===== src/rtl/uart_pkg.sv =====
// Shared types and constants for the UART register-access responder.
package uart_pkg;

   typedef enum logic [2:0] {
      ST_IDLE      = 3'd0,
      ST_WAIT_DATA = 3'd1,
      ST_REG_ACC   = 3'd2,
      ST_SEND      = 3'd3,
      ST_WAIT_TX   = 3'd4
   } state_t;

   // Source of the response byte, chosen before the uniform decode cycle.
   typedef enum logic [1:0] {
      RSP_READ = 2'd0,
      RSP_ACK  = 2'd1,
      RSP_NAK  = 2'd2
   } resp_t;

   localparam int WR_BIT   = 7;
   localparam int ADDR_MSB = 3;

   localparam logic [7:0] ACK_DEFAULT = 8'hAA;
   localparam logic [7:0] NAK_DEFAULT = 8'hEE;

   function automatic logic cmd_reserved_set(input logic [7:0] cmd);
      return (cmd[6:4] != 3'd0);
   endfunction

endpackage


===== src/rtl/uart_timeout_cnt.sv =====
// Clearable, enabled up-counter that flags the last cycle of a TIMEOUT_CYC window.
module uart_timeout_cnt #(
   parameter int unsigned TIMEOUT_CYC = 32'd100
)(
   input  logic clk_i,
   input  logic rst_ni,
   input  logic clr_i,
   input  logic en_i,
   output logic tc_o
);

   localparam int unsigned W = $clog2(TIMEOUT_CYC + 32'd1);

   logic [W-1:0] cnt_q;
   logic [W-1:0] cnt_d;
   logic         at_end_s;

   assign at_end_s = (cnt_q == W'(TIMEOUT_CYC - 32'd1));
   assign tc_o     = en_i && at_end_s;

   // Counter holds at the terminal value until cleared.
   always_comb begin
      cnt_d = cnt_q;
      if (clr_i) begin
         cnt_d = '0;
      end else if (en_i && !at_end_s) begin
         cnt_d = cnt_q + W'(1);
      end else begin
         cnt_d = cnt_q;
      end
   end

   always_ff @(posedge clk_i or negedge rst_ni) begin
      if (!rst_ni) begin
         cnt_q <= '0;
      end else begin
         cnt_q <= cnt_d;
      end
   end

endmodule


===== src/rtl/uart_reg_responder.sv =====
// Register-access responder behind a UART: decodes one/two-byte commands,
// drives a 16 x 8 register bus and answers with a single response byte.
module uart_reg_responder
   import uart_pkg::*;
#(
   parameter int unsigned SYS_CLK       = 32'd50_000_000,
   parameter int unsigned BAUD          = 32'd115_200,
   parameter int unsigned TIMEOUT_BYTES = 32'd4,
   parameter logic [7:0]  ACK_CODE      = ACK_DEFAULT,
   parameter logic [7:0]  NAK_CODE      = NAK_DEFAULT
)(
   input  logic       clk,
   input  logic       rst_n,
   input  logic       rx_done,
   input  logic [8:0] rx_data,
   input  logic       parity_error,
   input  logic       jitter_error,
   input  logic       tx_done,
   output logic       send_en,
   output logic [8:0] tx_data,
   output logic [3:0] reg_addr,
   output logic       reg_we,
   output logic [7:0] reg_wdata,
   input  logic [7:0] reg_rdata,
   output logic       busy,
   output logic [7:0] drop_cnt
);

   localparam int unsigned TIMEOUT_CYC =
      32'((64'(TIMEOUT_BYTES) * 64'd10 * 64'(SYS_CLK)) / 64'(BAUD));

   state_t     state_q, state_d;
   resp_t      kind_q, kind_d;
   logic       send_en_q, send_en_d;
   logic [8:0] tx_data_q, tx_data_d;
   logic [3:0] reg_addr_q, reg_addr_d;
   logic       reg_we_q, reg_we_d;
   logic [7:0] reg_wdata_q, reg_wdata_d;
   logic       busy_q;
   logic [7:0] drop_cnt_q, drop_cnt_d;

   logic       rx_err_s;
   logic [7:0] rx_byte_s;
   logic       unused_rx_msb_s;
   logic       tmr_clr_s, tmr_en_s, tmr_tc_s;

   assign rx_err_s        = parity_error | jitter_error;
   assign rx_byte_s       = rx_data[7:0];
   assign unused_rx_msb_s = rx_data[8];

   uart_timeout_cnt #(
      .TIMEOUT_CYC (TIMEOUT_CYC)
   ) u_timeout (
      .clk_i  (clk),
      .rst_ni (rst_n),
      .clr_i  (tmr_clr_s),
      .en_i   (tmr_en_s),
      .tc_o   (tmr_tc_s)
   );

   // Every outcome (read, ACK, NAK) passes through REG_ACC, so send_en always
   // lands two cycles after the deciding byte.
   always_comb begin
      state_d     = state_q;
      kind_d      = kind_q;
      send_en_d   = 1'b0;
      tx_data_d   = tx_data_q;
      reg_addr_d  = reg_addr_q;
      reg_we_d    = 1'b0;
      reg_wdata_d = reg_wdata_q;
      drop_cnt_d  = drop_cnt_q;
      tmr_clr_s   = 1'b0;
      tmr_en_s    = 1'b0;

      case (state_q)
         ST_IDLE: begin
            if (rx_done) begin
               if (rx_err_s || cmd_reserved_set(rx_byte_s)) begin
                  kind_d  = RSP_NAK;
                  state_d = ST_REG_ACC;
               end else if (rx_byte_s[WR_BIT]) begin
                  reg_addr_d = rx_byte_s[ADDR_MSB:0];
                  tmr_clr_s  = 1'b1;
                  state_d    = ST_WAIT_DATA;
               end else begin
                  reg_addr_d = rx_byte_s[ADDR_MSB:0];
                  kind_d     = RSP_READ;
                  state_d    = ST_REG_ACC;
               end
            end else begin
               state_d = ST_IDLE;
            end
         end
         ST_WAIT_DATA: begin
            tmr_en_s = 1'b1;
            if (rx_done) begin
               if (rx_err_s) begin
                  kind_d = RSP_NAK;
               end else begin
                  reg_we_d    = 1'b1;
                  reg_wdata_d = rx_byte_s;
                  kind_d      = RSP_ACK;
               end
               state_d = ST_REG_ACC;
            end else if (tmr_tc_s) begin
               kind_d  = RSP_NAK;
               state_d = ST_REG_ACC;
            end else begin
               state_d = ST_WAIT_DATA;
            end
         end
         ST_REG_ACC: begin
            case (kind_q)
               RSP_READ: tx_data_d = {1'b0, reg_rdata};
               RSP_ACK:  tx_data_d = {1'b0, ACK_CODE};
               RSP_NAK:  tx_data_d = {1'b0, NAK_CODE};
               default:  tx_data_d = {1'b0, NAK_CODE};
            endcase
            send_en_d = 1'b1;
            state_d   = ST_SEND;
         end
         ST_SEND: begin
            state_d = ST_WAIT_TX;
         end
         ST_WAIT_TX: begin
            if (tx_done) begin
               state_d = ST_IDLE;
            end else begin
               state_d = ST_WAIT_TX;
            end
         end
         default: begin
            state_d = ST_IDLE;
         end
      endcase

      if (rx_done && (state_q inside {ST_REG_ACC, ST_SEND, ST_WAIT_TX})
          && (drop_cnt_q != 8'hFF)) begin
         drop_cnt_d = drop_cnt_q + 8'd1;
      end else begin
         drop_cnt_d = drop_cnt_q;
      end
   end

   always_ff @(posedge clk or negedge rst_n) begin
      if (!rst_n) begin
         state_q     <= ST_IDLE;
         kind_q      <= RSP_NAK;
         send_en_q   <= 1'b0;
         tx_data_q   <= 9'd0;
         reg_addr_q  <= 4'd0;
         reg_we_q    <= 1'b0;
         reg_wdata_q <= 8'd0;
         busy_q      <= 1'b0;
         drop_cnt_q  <= 8'd0;
      end else begin
         state_q     <= state_d;
         kind_q      <= kind_d;
         send_en_q   <= send_en_d;
         tx_data_q   <= tx_data_d;
         reg_addr_q  <= reg_addr_d;
         reg_we_q    <= reg_we_d;
         reg_wdata_q <= reg_wdata_d;
         busy_q      <= (state_d != ST_IDLE);
         drop_cnt_q  <= drop_cnt_d;
      end
   end

   assign send_en   = send_en_q;
   assign tx_data   = tx_data_q;
   assign reg_addr  = reg_addr_q;
   assign reg_we    = reg_we_q;
   assign reg_wdata = reg_wdata_q;
   assign busy      = busy_q;
   assign drop_cnt  = drop_cnt_q;

endmodule


===== config.mk =====
export PLATFORM = sky130hd
export DESIGN_NAME = uart_reg_responder
export DESIGN_NICKNAME = d
export VERILOG_FILES = /design/src/rtl/uart_pkg.sv /design/src/rtl/uart_timeout_cnt.sv /design/src/rtl/uart_reg_responder.sv
export SDC_FILE = /design/constraint.sdc
export NUM_CORES = 1
export LEC_CHECK = 0
export BUFFER_PORTS_ARGS = -buffer_cell sky130_fd_sc_hd__buf_2
export CAP_MARGIN = 25
export CORE_MARGIN = 2
export CORE_UTILIZATION = 55
export CTS_CLUSTER_DIAMETER = 60
export DETAILED_ROUTE_END_ITERATION = 16
export PLACE_DENSITY = 0.78
export RECOVER_POWER = 50
export SYNTH_ARGS = -nofsm -noshare
export SYNTH_HDL_FRONTEND = slang
export SYNTH_SLANG_ARGS = --single-unit
export TNS_END_PERCENT = 30

===== constraint.sdc =====
create_clock -name clk -period 3.8 [get_ports clk]
set_clock_uncertainty 0.15 [all_clocks]
set_input_delay 0.57 -clock clk [delete_from_list [all_inputs] [get_ports clk]]
set_output_delay 0.57 -clock clk [all_outputs]
set_load 0.03 [all_outputs]

Word level (Yosys, flattened, before mapping)

Index checks and enable logic that the tools add are counted.

Add/sub/neg operators: 2
$mul: 0
Div/mod/pow operators: 0
Order comparisons: 0
Eq/ne operators: 10
Shifts and indexed selects: 0
Multiplexer cells: 26
Bitwise operators: 3
Reduce and logical (&&, ||, !) cells: 16

Operators with widths:

| operator                                                        | count |
|---|---|
| 15-bit 2-to-1 mux                                               | 2 |
| 2-bit 2-to-1 mux                                                | 10 |
| 8-bit one-hot mux with 2 select lines                           | 1 |
| 15-bit by 1-bit adder with 15-bit output, second input constant | 1 |
| 15-bit == test, second input constant                           | 1 |
| 3-bit one-hot mux with 5 select lines                           | 1 |
| 1-bit 2-to-1 mux                                                | 9 |
| 3-bit nonzero test                                              | 3 |
| 8-bit by 1-bit adder with 8-bit output, second input constant   | 1 |
| 8-bit != test, second input constant                            | 1 |
| 3-bit by 2-bit == test with 1-bit output, second input constant | 2 |
| 3-bit 2-to-1 mux                                                | 2 |
| 3-bit != test, second input constant                            | 2 |
| 3-bit AND reduction                                             | 2 |
| 1-bit logical AND                                               | 4 |
| 2-bit one-hot mux with 2 select lines                           | 1 |
| 4-bit AND reduction                                             | 1 |
| 2-bit nonzero test                                              | 2 |
| 3-bit by 1-bit == test with 1-bit output, second input constant | 1 |
| 3-bit == test, second input constant                            | 1 |
| 3-bit logical NOT                                               | 1 |
| 2-bit by 1-bit == test with 1-bit output, second input constant | 1 |
| 2-bit logical NOT                                               | 1 |
| 2-bit != test, second input constant                            | 1 |
| other kinds (4)                                                 | 5 |

Flip-flop bits (word level): 52
Bits in latches: 0
Memory bits (writable): 0
Memory bits (read-only): 0
Bits of input ports: 23
Word-level logic and storage cells: 67
Memories kept: 0

Depth between registers and ports, before layout

Gate-level depths: netlist (run 1).

Depth after elaboration: 7
Depth in mapped cells: 7
Depth with buffers taken out: 6

Modules after synthesis

Synthesis (run 1) repeated with hierarchy kept, for this count alone.

Cells, all modules: 238
Area total of the unflattened synthesis: 2,563.7 um2

Modules (own cells, without submodules):

| module             | instances | cells an instance | area an instance (um2) |
|---|---|---|---|
| uart_reg_responder | 1         | 152               | 1,714.1 |
| uart_timeout_cnt   | 1         | 86                | 849.6 |

Worst setup path before layout (run 1)

No wires, ideal clock.

Path type: in2reg
From: input rx_data[5]
To: register u_timeout.cnt_q[0]
Setup time: 0.121 ns
Data arrival time: 1.699 ns
Required time: 3.529 ns
Slack: 1.830 ns
Cell stages on the path: 6
Buffers on the path: 1
Cells stage by stage: nor3_1 > nand4b_1 > nor3_1 > and2_1 > buf_2 > nor2_1

Word-level cells in the longest chain between the ends: 6

RTL lines:

| item                                                    | RTL line                 | text |
|---|---|---|
| start: declaration                                      | uart_reg_responder.sv:15 | `input logic [8:0] rx_data,` |
| 3-bit nonzero test *                                    | uart_pkg.sv:26           | `return (cmd[6:4] != 3'd0);` |
| 1-bit logical OR *                                      | uart_reg_responder.sv:78 | `if (rx_err_s \|\| cmd_reserved_set(rx_byte_s)) begin` |
| 1-bit 2-to-1 mux *                                      | uart_reg_responder.sv:78 |  |
| 1-bit 2-to-1 mux *                                      | uart_reg_responder.sv:77 | `if (rx_done) begin` |
| 1-bit 2-to-1 mux *                                      | uart_reg_responder.sv:75 | `case (state_q)` |
| 15-bit 2-to-1 mux or 2-bit nonzero test (tied branches) | -                        |  |
| end signal: assignment                                  | uart_timeout_cnt.sv:37   | `cnt_q <= cnt_d;` |
| end: declaration                                        | uart_timeout_cnt.sv:14   | `logic [W-1:0] cnt_q;` |

Every way passes the cells marked *; elsewhere a longest branch is shown, timed or not.
A chain may end at the register's enable or synchronous reset.

Final worst setup path (run 1)

From: register u_timeout.cnt_q[3]
To: register busy_q, in the netlist busy

Word-level cells in the longest chain between the ends: 6

RTL lines:

| item                                  | RTL line                  | text |
|---|---|---|
| 15-bit == test                        | uart_timeout_cnt.sv:18    | `assign at_end_s = (cnt_q == W'(TIMEOUT_CYC - 32'd1));` |
| 1-bit logical AND                     | uart_timeout_cnt.sv:19    | `assign tc_o = en_i && at_end_s;` |
| 2-bit 2-to-1 mux                      | uart_reg_responder.sv:105 | `end else if (tmr_tc_s) begin` |
| 2-bit 2-to-1 mux                      | uart_reg_responder.sv:96  | `if (rx_done) begin` |
| 3-bit one-hot mux with 5 select lines | uart_reg_responder.sv:75  |  |
| named net state_d[0]                  | uart_reg_responder.sv:32  | `state_t state_q, state_d;` |
| 3-bit nonzero test                    | uart_reg_responder.sv:164 | `busy_q <= (state_d != ST_IDLE);` |
| end signal: assignment                | uart_reg_responder.sv:164 |  |
| end: declaration                      | uart_reg_responder.sv:39  | `logic busy_q;` |

The timed path passes the listed nets, and every way through them passes these cells.

==> results.yml, run 1 <==
status:
  outcome: "completed"
yosys:
  synth-seq-area-share_pct: 54.5
  yosysMostFrequentCell: "dfrtp_1"
  mappedNetlistArea_um2: 2340
  yosysWarnings: 0
  yosys-top-cells-count: "dfrtp_1 (50), nand2_1 (45), nor2_1 (19), nand3_1 (11), xnor2_1 (11)"
  synth.area.top_cells: "dfrtp_1 (53%), nand2_1 (7.2%), xnor2_1 (4.1%)"
  synth.net_count: 257
  yosysTopAreaCellShare_pct: 53.4
  yosys_most_used_dff: "dfrtp_1"
  synth_largest_area_cell: "dfrtp_1"
  async_flop_share_pct: 100
  synthDistinctLibCells: 44
  syn_inst: 231
  number_of_enable_type_register_cells_in_the_synthesized_netlist: 0
  synth.ff_latch_count: 51
  synth.avg_cell_area_um2: 10.1
setup_path:
  critical_path_peak_fanout: 11
  cp-end-kind: "flop"
  critical_path_class: "flop to flop"
  required_ns: 3.84
  startpoint_type: "flop"
  cp_data_arrival_time_ns: 2.47
timing:
  finalSetupViolCount: 0
  fin_hold_ws_ns: 0.274
  tightest_slew_ns: 1.06
  maxSlewHeadroom_pct: 29.1
  grt_setup_unrepaired: "no"
  achievable-frequency_mhz: 411
  final_min_period_over_clock_period_pct: 64.0
  finalHoldViolations: 0
  fin_tns_setup_ns: 0
  final_period_minus_worst_setup_slack_ns: 2.43
  slew_viol_final: 0
grt:
  grt_pass1_wl_um: 8190
  global_route.overflow_total: 0
  grt_max_degree: 34
  grt_overall_usage_pct: 21.2
  number_of_global_route_vias_before_repair: 1814
  antenna_found_initial: 0
drt:
  drc: 0
  detail_route.first_pass.iterations: 4
  dr_vias: 1826
  drt_iter0_drc: 99
  ant_nets_after_route: 0
  routed_wirelength_um: 4610
  route.detailed.wl_per_inst_um: 13.8
  drt-vias-per-instance: 5.47
placed_design:
  numPortBuffers: 52
  gpl.final_weighted_congestion: 0.787
  hpwl_um: 3360
  post_placement_cell_count: 326
finish:
  drive_above_1_share_pct: 21.1
  fin_cells: 334
  flow.area_growth_from_synthesis_pct: 16.3
  n_antenna_cell: 0
  num-nets-final: 309
  post-route-util_pct: 67.2
clock_tree:
  clock_sinks: 51
  maximum_clock_path_buffer_count: 2
  cts_hold_buf: 0
  total_number_of_h_tree_levels: 2
  cts.root.buffer_cell: "clkbuf_8"
  clock_transition_at_the_register_clock_pins_on_the_worst_setup_and_hold_paths_after_cts_ns: 0.09
  cts.repair.resized: 0
  clkLatencyLatePin_ns: 0.31
  cts_tree: "done"
  cts.repair_timing.setup_buffer_count: 0
  clock_buffers_created_by_tritoncts: 5
pwr:
  static-leakage-power_nw: 1.29
  worst_ir_drop_vdd_mv: 0.487
  power-per-cell-area_nw_per_um2: 818
  power_mw: 2.23
floorplanning:
  placeableCoreArea_um2: 4060
  ios: 55
  floorplan.initialDensity_pct: 57.8
  std_cell_rows: 23
  chipHeight_um: 69.3
  chipWidth_um: 69.3
  die-area_um2: 4800
hold_path:
  min-delay-path-class: "input pin to async pin"
job:
  max-cap-violations: 0
## critical path: stages (launching register included)
cell,delay (ns)
dfrtp_1,0.44
nor4b_1,0.32
nand4_1,0.27
o21ai_2,0.49
o221ai_1,0.21
or3b_1,0.44
## flip-flops by register name, summed over array words and instances, names as in the netlist
register	count
reg_wdata	8
tx_data	8
reg_we	1
u_timeout.cnt_q	15
state_q	3
kind_q	2
busy	1
reg_addr	4
send_en	1
drop_cnt	8
## cell families after synthesis
logic type / after synthesis / synth area share, %
AND/OR/NAND/NOR: 109 / 23.3
flip-flops: 51 / 54.5
AO/OA/AOI/OAI: 28 / 8.01
XOR/XNOR: 16 / 5.98
buffers and inverters: 16 / 3.15
multiplexers: 7 / 3.31
adder cells (fa/ha/maj): 3 / 1.60
other: 1 / 0.160
## per-stage QoR
step	setup slack (ns)	cell area (um2)
after CTS	1.37	2750
after global routing	1.20	2730
final	1.37	2730
after floorplan	1.83	2340
after detailed placement	1.20	2650
after global placement	1.31	2630
## cells in the final DEF (no fill, tap or decap), types with 2 or more instances in the layout
master     instances
nor3_1             8
buf_2             37
nand2b_1           2
xnor2_1           11
nand2_1           45
or2_2              2
o2111ai_1          2
o21ai_0            8
o211ai_1           5
nor4b_1            2
a21o_1             2
nor2_1            19
and2_1             2
clkbuf_8           6
dfrtp_1           50
o31ai_1            3
and4_1             2
xor2_1             5
mux2_2             6
and3_1             2
o221ai_1           2
clkbuf_1          15
nand3_1           11
inv_1              7
ha_1               3
nand4_1            5
a21oi_1            3
## power breakdown
part | switching, mW | internal (mW)
Clock | 0.187 | 0.149
Sequential | 0.223 | 0.777
Combinational | 0.590 | 0.306
Total | 0.999 | 1.23
## final timing paths
path | from | endpoint | slack (ns) | cells past startpoint
setup / recovery | u_timeout.cnt_q[3] | busy | 1.37 | 5
hold / removal | rst_n | tx_data[2] | 0.27 | 1
setup reg to reg | u_timeout.cnt_q[3] | busy | 1.37 | 5
hold reg to reg | tx_data[0] | tx_data[0] | 0.32 | 2
max in group asynchronous | rst_n | reg_wdata[0] | 2.39 | 3
min in group clk | rx_data[0] | reg_wdata[0] | 0.31 | 3
## per-layer routing
metal	wire length [um]	vias up	global-route usage [%]
met5	0	-	0
met4	88	0	9.59
met3	235	8	4.80
met2	2170	49	32.9
met1	2110	869	28.6
li1	-	900	-
## final cells by class
cell class	instances	area, um2
Inverter	7	26.3
Tap cell	50	62.6
Fill cell	354	1330
Timing Repair Buffer	54	269
Clock buffer	6	82.6
Multi-Input combinational cell	164	992
Sequential cell	51	1280
Clock inverter	2	16.3
No activity file was read; power rests on OpenSTA's default activity.
==> inputs of run 2 (changes only) <==
--- a/config.mk
+++ b/config.mk
@@ -8,10 +8,10 @@
 export BUFFER_PORTS_ARGS = -buffer_cell sky130_fd_sc_hd__buf_2
 export CAP_MARGIN = 25
 export CORE_MARGIN = 2
-export CORE_UTILIZATION = 55
+export CORE_UTILIZATION = 48
 export CTS_CLUSTER_DIAMETER = 60
 export DETAILED_ROUTE_END_ITERATION = 16
-export PLACE_DENSITY = 0.78
+export PLACE_DENSITY = 0.72
 export RECOVER_POWER = 50
 export SYNTH_ARGS = -nofsm -noshare
 export SYNTH_HDL_FRONTEND = slang
==> constraint.sdc (replaced) <==
create_clock -name clk -period 2.09 [get_ports clk]
set_clock_uncertainty 0.15 [all_clocks]
set_input_delay 0.3135 -clock clk [delete_from_list [all_inputs] [get_ports clk]]
set_output_delay 0.3135 -clock clk [all_outputs]
set_load 0.03 [all_outputs]
==> results.yml, run 2 (synthesis results as in run 1) <==
status:
  outcome: "completed"
floorplanning:
  floorplan.initialDensity_pct: 49.6
  ios: 55
  chipHeight_um: 73.9
  die-area_um2: 5460
  std_cell_rows: 25
  chipWidth_um: 73.9
  placeableCoreArea_um2: 4720
finish:
  n_antenna_cell: 0
  final_cell_mix: "dfrtp_1 (50), nand2_1 (45), buf_2 (37)"
  num-nets-final: 319
  flow.area_growth_from_synthesis_pct: 21.8
  drive_above_1_share_pct: 23.8
  multiInputGateArea_um2: 998
  fillerInstances: 412
  largest_register_ffs: 15
  mostFrequentLayoutCell: "dfrtp_1"
  post-route-util_pct: 60.4
  seqCellArea_um2: 1280
  regMostFlops: "u_timeout.cnt_q"
  fin_cells: 361
drt:
  drt-vias-per-instance: 5.10
  route.detailed.wl_per_inst_um: 13.2
  routed_wirelength_um: 4780
  detail_route.first_pass.iterations: 5
  ant_nets_after_route: 0
  drc: 0
  drt_iter0_drc: 113
  dr_vias: 1840
setup_path:
  startpoint_type: "flop"
  critical_path.n_buffers_inverters: 0
  cp_data_arrival_time_ns: 2.04
  cells_traversed_along_the_worst_timing_path: "nor4b_1 > nand4_1 > o21ai_2 > o221ai_1 > or3b_1"
  required_ns: 2.13
  timing.reg2reg.worst_path_depth: 5
  path_depth: 5
  critical_path_peak_fanout: 5
  r2r_setup_slack_ns: 0.09
  critical-path-top-delay-family: "simple AND/OR/NAND/NOR gates"
  critical_path_class: "flop to flop"
  cp-end-kind: "flop"
  critPathMaxStageDelay_ns: 0.41
  crit_slowest_cell: "dfrtp_1"
placed_design:
  gpl.final_weighted_congestion: 0.808
  numPortBuffers: 52
  post_placement_cell_count: 351
  hpwl_um: 3460
pwr:
  power-per-cell-area_nw_per_um2: 1490
  static-leakage-power_nw: 1.36
  worst_ir_drop_vdd_mv: 0.685
job:
  max-cap-violations: 0
grt:
  global_routing_met2_resource_utilization_pct: 30.8
  grt_util_met3_pct: 5.08
  grt_overall_usage_pct: 19.7
  grt-busiest-layer: "met2"
  grt_util_met1_pct: 27.5
  number_of_global_route_vias_before_repair: 1830
  global_route.overflow_total: 0
  grt_max_degree: 32
  grt_pass1_wl_um: 8240
  antenna_found_initial: 0
timing:
  finalHoldViolations: 0
  tightest_slew_ns: 1.17
  finalSetupViolCount: 0
  achievable-frequency_mhz: 500
  maxSlewHeadroom_pct: 21.7
  slew_viol_final: 0
  final_period_minus_worst_setup_slack_ns: 2.00
  final_min_period_over_clock_period_pct: 95.6
hold_path:
  min-delay-path-class: "input pin to flop"
  whs_path_depth: 3
clock_tree:
  clock_transition_at_the_register_clock_pins_on_the_worst_setup_and_hold_paths_after_cts_ns: 0.09
  maximum_clock_path_buffer_count: 2
  total_number_of_h_tree_levels: 2
  clock_sinks: 51
  clock_buffers_created_by_tritoncts: 5
  cts_tree: "done"
  cts.root.buffer_cell: "clkbuf_8"
  clkLatencyLatePin_ns: 0.30
[run 2: changes by cell type in the layout (fill, tap and decap cells not counted)]
cell           change
buf_4             +10
bufinv_16          +1
clkbuf_4           -1
clkinv_4           -1
clkinvlp_4         -1
dlygate4sd3_1      +1
inv_6              +1
o221ai_1           -1
o221ai_2           +1
[run 2: timing repair]
item | CTS | global route
hold buffers | 1 | 0
setup buffers | 0 | 1
hold endpoints to repair | 20 | 0
endpoints found under the setup margin | 0 | 1
gates resized for setup | 0 | 1
[run 2: final timing paths]
path / start / to
min: rx_data[3] / reg_wdata[3]
min in group asynchronous: rst_n / reg_wdata[6]
max reg2reg: u_timeout.cnt_q[11] / busy
min reg2reg: tx_data[0] / tx_data[0]
max: u_timeout.cnt_q[11] / busy
max in group asynchronous: rst_n / kind_q[1]
[run 2: through the flow]
stage / setup TNS [ns] / setup WS (ns) / instance area (um2) / hold WS [ns] / power [mW]
3_3_place_gp: 0 / 0.110 / 2730 / 0.152 / 3.53
5_1_grt: -0.00678 / -0.00678 / 2850 / 0.0606 / 4.58
3_5_place_dp: 0 / 0.101 / 2730 / 0.153 / 3.59
2_1_floorplan: 0 / 0.144 / 2340 / -0.132 / 3.02
6_report: 0 / 0.0911 / 2850 / 0.0609 / 4.27
4_1_cts: 0 / 0.106 / 2860 / 0.0576 / 4.32
[run 2: area by class of cell]
class                   instances  share of cell area [%]
flip-flops and latches         51                    44.8
multi-input cells             164                    35.0
repair buffers                 64                    12.1
well taps                      67                    2.94
clock buffers                   6                    2.89
clock inverters                 2                    1.36
inverters                       7                   0.921
[run 2: power by group]
| part | switching [mW] | leakage [nW] | internal [mW] |
|---|---|---|---|
| logic | 1.11 | 0.671 | 0.627 |
| registers | 0.396 | 0.622 | 1.41 |
| clock network | 0.328 | 0.0618 | 0.394 |
[run 2: layer usage]
layer / up-vias / wire length, um
li1: 921 / -
met5: - / 0
met1: 868 / 2270
met2: 44 / 2230
met4: 0 / 56
met3: 7 / 229
[run 2: worst min-delay path: cells and delay by family]
kind,cells,cell delay (ns)
simple gates,2,0.09
buf+inv,1,0.08
